--- src/rtl/calc_pkg.sv ---
// rtl/calc_pkg.sv - shared types and constants for the sequential BCD calculator
package calc_pkg;

  localparam int         NDIG_DEF = 4;
  localparam logic [3:0] BCD_MAX  = 4'd9;

  typedef enum logic [2:0] {
    ENT_A,
    ENT_B,
    CALC,
    FIX,
    SHOW
  } state_t;

  typedef enum logic {
    OP_ADD,
    OP_SUB
  } op_t;

endpackage

--- src/rtl/bcd_digit_alu.sv ---
// rtl/bcd_digit_alu.sv - one-digit BCD adder with carry and optional 9's complement of B
module bcd_digit_alu (
  input  logic [3:0] i_a,
  input  logic [3:0] i_b,
  input  logic       i_cin,
  input  logic       i_comp,
  output logic [3:0] o_sum,
  output logic       o_cout
);

  logic [3:0] w_b;
  logic [4:0] w_raw;
  logic [4:0] w_corr;

  assign w_b    = i_comp ? (4'd9 - i_b) : i_b;
  assign w_raw  = {1'b0, i_a} + {1'b0, w_b} + {4'b0000, i_cin};
  // Binary sums above 9 skip the six unused codes to land back on a BCD digit.
  assign w_corr = w_raw + 5'd6;
  assign o_cout = (w_raw > 5'd9);
  assign o_sum  = o_cout ? w_corr[3:0] : w_raw[3:0];

endmodule

--- src/rtl/bcd_calc_seq.sv ---
// rtl/bcd_calc_seq.sv - digit-serial BCD add/subtract calculator with keypad-style commands
module bcd_calc_seq
  import calc_pkg::*;
#(
  parameter int NDIG = NDIG_DEF
) (
  input  logic              clk,
  input  logic              clr,
  input  logic [3:0]        d_in,
  input  logic              ent,
  input  logic              pls,
  input  logic              mns,
  input  logic              eq,
  output logic [4*NDIG-1:0] q,
  output logic              q_ovf,
  output logic              qmin,
  output logic              busy,
  output logic              done,
  output logic              err
);

  localparam int W  = 4 * NDIG;
  localparam int IW = $clog2(NDIG);
  localparam int CW = $clog2(NDIG + 1);

  state_t          r_state, w_state_nxt;
  op_t             r_op, w_op_nxt;
  logic [W-1:0]    r_a, w_a_nxt, r_b, w_b_nxt, r_q, w_q_nxt, r_res, w_res_nxt, w_res_upd;
  logic [CW-1:0]   r_cnt_a, w_cnt_a_nxt, r_cnt_b, w_cnt_b_nxt;
  logic [IW-1:0]   r_idx, w_idx_nxt;
  logic            r_carry, w_carry_nxt;
  logic            r_ovf, w_ovf_nxt, r_min, w_min_nxt;
  logic            r_done, w_done_nxt, r_err, w_err_nxt;
  logic            r_ent_prev, r_pls_prev, r_mns_prev, r_eq_prev;
  logic            w_ent_rise, w_pls_rise, w_mns_rise, w_eq_rise, w_multi, w_digit_ok, w_last;
  logic [3:0]      w_alu_a, w_alu_b, w_alu_sum;
  logic            w_alu_cout, w_alu_comp;

  assign w_ent_rise = ent & ~r_ent_prev;
  assign w_pls_rise = pls & ~r_pls_prev;
  assign w_mns_rise = mns & ~r_mns_prev;
  assign w_eq_rise  = eq  & ~r_eq_prev;
  assign w_multi    = (w_pls_rise & w_mns_rise) | (w_pls_rise & w_eq_rise) | (w_mns_rise & w_eq_rise);
  assign w_digit_ok = (d_in <= BCD_MAX);
  assign w_last     = (r_idx == IW'(NDIG - 1));

  // FIX reuses the adder as (0 + (9 - R_i) + c) to tens-complement the stored result.
  assign w_alu_a    = (r_state == FIX) ? 4'd0 : r_a[r_idx*4 +: 4];
  assign w_alu_b    = (r_state == FIX) ? r_res[r_idx*4 +: 4] : r_b[r_idx*4 +: 4];
  assign w_alu_comp = (r_state == FIX) || (r_op == OP_SUB);

  bcd_digit_alu u_alu (
    .i_a    (w_alu_a),
    .i_b    (w_alu_b),
    .i_cin  (r_carry),
    .i_comp (w_alu_comp),
    .o_sum  (w_alu_sum),
    .o_cout (w_alu_cout)
  );

  always_comb begin
    w_res_upd = r_res;
    w_res_upd[r_idx*4 +: 4] = w_alu_sum;
  end

  always_comb begin
    w_state_nxt = r_state;
    w_op_nxt    = r_op;
    w_a_nxt     = r_a;
    w_b_nxt     = r_b;
    w_q_nxt     = r_q;
    w_res_nxt   = r_res;
    w_cnt_a_nxt = r_cnt_a;
    w_cnt_b_nxt = r_cnt_b;
    w_idx_nxt   = r_idx;
    w_carry_nxt = r_carry;
    w_ovf_nxt   = r_ovf;
    w_min_nxt   = r_min;
    w_done_nxt  = 1'b0;
    w_err_nxt   = 1'b0;
    case (r_state)
      ENT_A, ENT_B: begin
        if (w_multi) begin
          w_err_nxt = 1'b1;
        end else if (w_pls_rise || w_mns_rise) begin
          w_op_nxt = w_pls_rise ? OP_ADD : OP_SUB;
          if (r_state == ENT_A) begin
            w_b_nxt     = '0;
            w_cnt_b_nxt = '0;
            w_q_nxt     = '0;
            w_state_nxt = ENT_B;
          end
        end else if (w_eq_rise) begin
          if (r_state == ENT_B) begin
            w_state_nxt = CALC;
            w_idx_nxt   = '0;
            w_res_nxt   = '0;
            w_carry_nxt = (r_op == OP_SUB);
          end
        end else if (w_ent_rise) begin
          if (!w_digit_ok) begin
            w_err_nxt = 1'b1;
          end else if (r_state == ENT_A && r_cnt_a < CW'(NDIG)) begin
            w_a_nxt     = {r_a[W-5:0], d_in};
            w_cnt_a_nxt = r_cnt_a + 1'b1;
            w_q_nxt     = {r_a[W-5:0], d_in};
          end else if (r_state == ENT_B && r_cnt_b < CW'(NDIG)) begin
            w_b_nxt     = {r_b[W-5:0], d_in};
            w_cnt_b_nxt = r_cnt_b + 1'b1;
            w_q_nxt     = {r_b[W-5:0], d_in};
          end
        end
      end
      CALC: begin
        w_res_nxt   = w_res_upd;
        w_carry_nxt = w_alu_cout;
        w_idx_nxt   = r_idx + 1'b1;
        if (w_last) begin
          if (r_op == OP_ADD || w_alu_cout) begin
            w_q_nxt     = w_res_upd;
            w_ovf_nxt   = (r_op == OP_ADD) && w_alu_cout;
            w_min_nxt   = 1'b0;
            w_done_nxt  = 1'b1;
            w_state_nxt = SHOW;
          end else begin
            w_idx_nxt   = '0;
            w_carry_nxt = 1'b1;
            w_state_nxt = FIX;
          end
        end
      end
      FIX: begin
        w_res_nxt   = w_res_upd;
        w_carry_nxt = w_alu_cout;
        w_idx_nxt   = r_idx + 1'b1;
        if (w_last) begin
          w_q_nxt     = w_res_upd;
          w_min_nxt   = 1'b1;
          w_done_nxt  = 1'b1;
          w_state_nxt = SHOW;
        end
      end
      SHOW: begin
        if (w_multi) begin
          w_err_nxt = 1'b1;
        end else if (w_pls_rise || w_mns_rise) begin
          // A negative or overflowed result cannot be carried into the next operation.
          if (r_min || r_ovf) begin
            w_err_nxt = 1'b1;
          end else begin
            w_op_nxt    = w_pls_rise ? OP_ADD : OP_SUB;
            w_a_nxt     = r_q;
            w_cnt_a_nxt = CW'(NDIG);
            w_b_nxt     = '0;
            w_cnt_b_nxt = '0;
            w_q_nxt     = '0;
            w_state_nxt = ENT_B;
          end
        end else if (w_ent_rise && !w_eq_rise) begin
          if (!w_digit_ok) begin
            w_err_nxt = 1'b1;
          end else begin
            w_a_nxt     = {{(W-4){1'b0}}, d_in};
            w_cnt_a_nxt = CW'(1);
            w_b_nxt     = '0;
            w_cnt_b_nxt = '0;
            w_q_nxt     = {{(W-4){1'b0}}, d_in};
            w_ovf_nxt   = 1'b0;
            w_min_nxt   = 1'b0;
            w_state_nxt = ENT_A;
          end
        end
      end
      default: w_state_nxt = ENT_A;
    endcase
  end

  always_ff @(posedge clk or posedge clr) begin
    if (clr) begin
      r_state    <= ENT_A;
      r_op       <= OP_ADD;
      r_a        <= '0;
      r_b        <= '0;
      r_q        <= '0;
      r_res      <= '0;
      r_cnt_a    <= '0;
      r_cnt_b    <= '0;
      r_idx      <= '0;
      r_carry    <= 1'b0;
      r_ovf      <= 1'b0;
      r_min      <= 1'b0;
      r_done     <= 1'b0;
      r_err      <= 1'b0;
      r_ent_prev <= 1'b0;
      r_pls_prev <= 1'b0;
      r_mns_prev <= 1'b0;
      r_eq_prev  <= 1'b0;
    end else begin
      r_state    <= w_state_nxt;
      r_op       <= w_op_nxt;
      r_a        <= w_a_nxt;
      r_b        <= w_b_nxt;
      r_q        <= w_q_nxt;
      r_res      <= w_res_nxt;
      r_cnt_a    <= w_cnt_a_nxt;
      r_cnt_b    <= w_cnt_b_nxt;
      r_idx      <= w_idx_nxt;
      r_carry    <= w_carry_nxt;
      r_ovf      <= w_ovf_nxt;
      r_min      <= w_min_nxt;
      r_done     <= w_done_nxt;
      r_err      <= w_err_nxt;
      r_ent_prev <= ent;
      r_pls_prev <= pls;
      r_mns_prev <= mns;
      r_eq_prev  <= eq;
    end
  end

  assign q     = r_q;
  assign q_ovf = r_ovf;
  assign qmin  = r_min;
  assign done  = r_done;
  assign err   = r_err;
  assign busy  = (r_state == CALC) || (r_state == FIX);

endmodule

--- config.mk ---
export PLATFORM = sky130hd
export DESIGN_NAME = bcd_calc_seq
export DESIGN_NICKNAME = d
export VERILOG_FILES = /design/src/rtl/calc_pkg.sv /design/src/rtl/bcd_digit_alu.sv /design/src/rtl/bcd_calc_seq.sv
export SDC_FILE = /design/constraint.sdc
export NUM_CORES = 1
export LEC_CHECK = 0
export BUFFER_PORTS_ARGS = -buffer_cell sky130_fd_sc_hd__buf_2
export CAP_MARGIN = 20
export CORE_ASPECT_RATIO = 1.5
export CORE_UTILIZATION = 45
export DETAILED_ROUTE_END_ITERATION = 10
export GPL_ROUTABILITY_DRIVEN = 0
export HOLD_SLACK_MARGIN = 0.02
export PLACE_DENSITY_LB_ADDON = 0.25
export SLEW_MARGIN = 20
export SYNTH_ARGS = -nofsm -noshare
export SYNTH_HDL_FRONTEND = slang
export SYNTH_SLANG_ARGS = --single-unit
--- constraint.sdc ---
create_clock -name clk -period 5 [get_ports clk]
set_clock_uncertainty 0.2 [all_clocks]
set_input_delay 0.5 -clock clk [delete_from_list [all_inputs] [get_ports clk]]
set_output_delay 0.5 -clock clk [all_outputs]
set_load 0.02 [all_outputs]
==> results.ini <==
[routing]
dr.pass1.iters = 5
routed_wl_um = 16300
vias = 4623
drtIter0Drc = 307
wire_per_inst_um = 22.0
drc_errors = 0
drtAntennaViolNets = 0
vias_per_cell = 6.24

[yosys]
synthArstFlopShare = 1.00
synth.most_common_cell = dfrtp_1
ys_warn_count = 0
synth_cell_type_count = 71
postSynthAreaPerCell_um2 = 9.42
synth_common_cells = dfrtp_1, nand2_1, o21ai_0
synth_enable_flop_cells = 0
postSynthNetCount = 587
synth_area_mm2 = 0.00529
ys_top_cells_by_area = dfrtp_1, mux2i_1, nand2_1
synth_seq_cells = 85
synth-seq-area-share = 0.402
synth_largest_area_cell = dfrtp_1
synthFlopType = dfrtp_1
netlist_instances = 562
synth.top_cell.area_share = 0.402

[clock_network]
clk_pin_slew_ps = 70
cts_buffer_depth = 2
cts_tree = done
cts_root_buffer = clkbuf_16
cts-hold-fix-buffers = 0
cts.sinks = 85
htree_levels = 3
numCtsBuffers = 9
clk_latency_ps = 350

[global_routing]
antenna_found_initial = 0
grt_max_degree = 49
grt_pass1_wl_um = 25600
grt_util_all_layers = 0.279
grt_pass1_vias = 4716
globalRoute.totalOverflow = 0

[sta]
setup_violations = 0
hold_viol = 0
period_minus_slack_ps = 4720
finalMaxSlewViolations = 0
timing.fmax_mhz = 212
relSlewSlack = 0.358
worstMarginPinSlew_ps = 961
tns_ps = 0
rsz0062_at_grt = no
min_period_over_period = 0.944

[finish]
antenna_cells = 0
drive_gt1_frac = 0.178
fin_area_mm2 = 0.00593
final_cells = 741
syn2layout_area_growth_pct = 12.1
n_fill_cell = 1068
nets = 611

[critical_path]
path_cells = nand2b_1, inv_2, and2_2, buf_4, mux4_2, mux2i_1, ha_1, nor2_1, a21oi_1, ha_1, xnor2_1, inv_1, ha_1, nand2_1, o21a_1, a31oi_4, a211o_4, nor2_8, mux2_2
worstSetupStartpoint = r_state[2]$_DFFE_PP0P_
crit_buf_inv = 3
timing.rr.start = r_state[2]$_DFFE_PP0P_
path_max_fanout = 9
cp_data_required_time_ps = 5040
critPathTopFamily = multiplexers
cp_slowest_stage_delay_ps = 510
arrival_ps = 4750
cp-end-kind = register
cp_slowest_cell = mux4_2
cp_common_cell = ha_1
critPathKind = reg2reg
crit_path_start_kind = register

[place]
port_buffers = 30
dp_hpwl_um = 11900
place_area_mm2 = 0.00558
dp_cells = 722

[status]
status = completed

[floorplan]
dieArea_mm2 = 0.0122
num_rows = 48
fp.dieH_um = 135
pin_count = 31
coreArea_mm2 = 0.0115
start_util = 0.461
fp.dieW_um = 90.6

[job]
maxCapViolations = 0

[hold_path]
min_path_type = in2async

-- cell type report --
| type | instances | area (µm²) | area share |
|---|---|---|---|
| multi-input cells | 417 | 2910 | 0.490 |
| flip-flops and latches | 85 | 2130 | 0.359 |
| repair buffers | 50 | 329 | 0.0555 |
| clock buffers | 10 | 239 | 0.0403 |
| well taps | 150 | 188 | 0.0316 |
| inverters | 23 | 87.6 | 0.0148 |
| clock inverters | 6 | 53.8 | 0.00907 |
-- placed cells by master, fill, tap and decap left out, types with 7 or more instances in the layout --
cell type / netlist / final
a21o_1: 8 / 8
buf_4: 4 / 17
buf_2: 15 / 30
mux2i_1: 29 / 29
mux4_2: 11 / 11
nor3_1: 9 / 8
a31oi_1: 23 / 23
ha_1: 13 / 13
mux2_2: 7 / 7
nand2b_1: 13 / 13
dfrtp_1: 85 / 85
a22oi_1: 13 / 13
clkbuf_16: 0 / 9
o21ai_0: 43 / 43
nor2_1: 32 / 30
a21oi_1: 36 / 36
inv_1: 21 / 20
nand2_1: 75 / 75
o21ai_1: 7 / 7
nand3_1: 10 / 10
-- metrics by stage --
step / utilization / hold WS, ps / setup slack, ps
2_1_floorplan: - / 245 / 269
3_3_place_gp: 0.487 / 265 / 254
3_5_place_dp: 0.487 / 270 / 105
4_1_cts: 0.512 / 49.6 / 76.4
5_1_grt: 0.517 / 55.4 / 61.7
6_report: 0.517 / 29.1 / 280
-- cell families after synthesis --
| family | after synthesis | synth area share |
|---|---|---|
| AOI/OAI and AO/OA | 175 | 0.213 |
| xor gates and xnor gates | 3 | 0.00497 |
| adders and majority gates | 15 | 0.0383 |
| buffers and inverters | 60 | 0.0546 |
| DFF | 85 | 0.402 |
| muxes | 48 | 0.121 |
| and+or+nand+nor | 176 | 0.167 |
-- sequential cells by signal, summed over array words and instances (netlist names), 2 cells and up --
| signal | flops |
|---|---|
| q | 16 |
| r_a | 16 |
| r_b | 16 |
| r_res | 16 |
| r_cnt_a | 3 |
| r_cnt_b | 3 |
| r_state | 3 |
| r_idx | 2 |
-- final timing paths --
| check | slack (ps) | cells after the start | endpoint |
|---|---|---|---|
| worst max register to register | 280 | 19 | q[8]$_DFFE_PP0P_ |
| min in group clk | 70 | 1 | r_ent_prev$_DFF_PP0_ |
| worst min register to register | 290 | 2 | r_carry$_DFFE_PP0P_ |
| max in group asynchronous | 3500 | 3 | r_b[11]$_DFFE_PP0P_ |
| worst max-delay path | 280 | 19 | q[8]$_DFFE_PP0P_ |
| worst min-delay path | 30 | 2 | r_pls_prev$_DFF_PP0_ |
-- worst register-to-register path, stage by stage, from the launching register on --
cell      delay [ps]
dfrtp_1          370
nand2b_1         160
inv_2             60
and2_2           190
buf_4            160
mux4_2           510
mux2i_1          240
ha_1             280
nor2_1           100
a21oi_1           50
ha_1             360
xnor2_1          220
inv_1             90
ha_1             230
nand2_1          100
o21a_1           160
a31oi_4          100
a211o_4          440
nor2_8           220
mux2_2           360
-- routing by layer --
layer	GRT usage	wire length (µm)
met4	0.198	1240
met3	0.0512	727
met2	0.491	8310
met1	0.301	6020
met5	0	0
-- what timing repair did --
action                                  4_1_cts  5_1_grt
setup buffers                                 0        2
gates resized for setup                       0        5
endpoints found under the setup margin        0        9
Power is left out: the tool's default activity adds up to more than one toggle a clock period on the data nets, which glitch-free logic cannot reach.
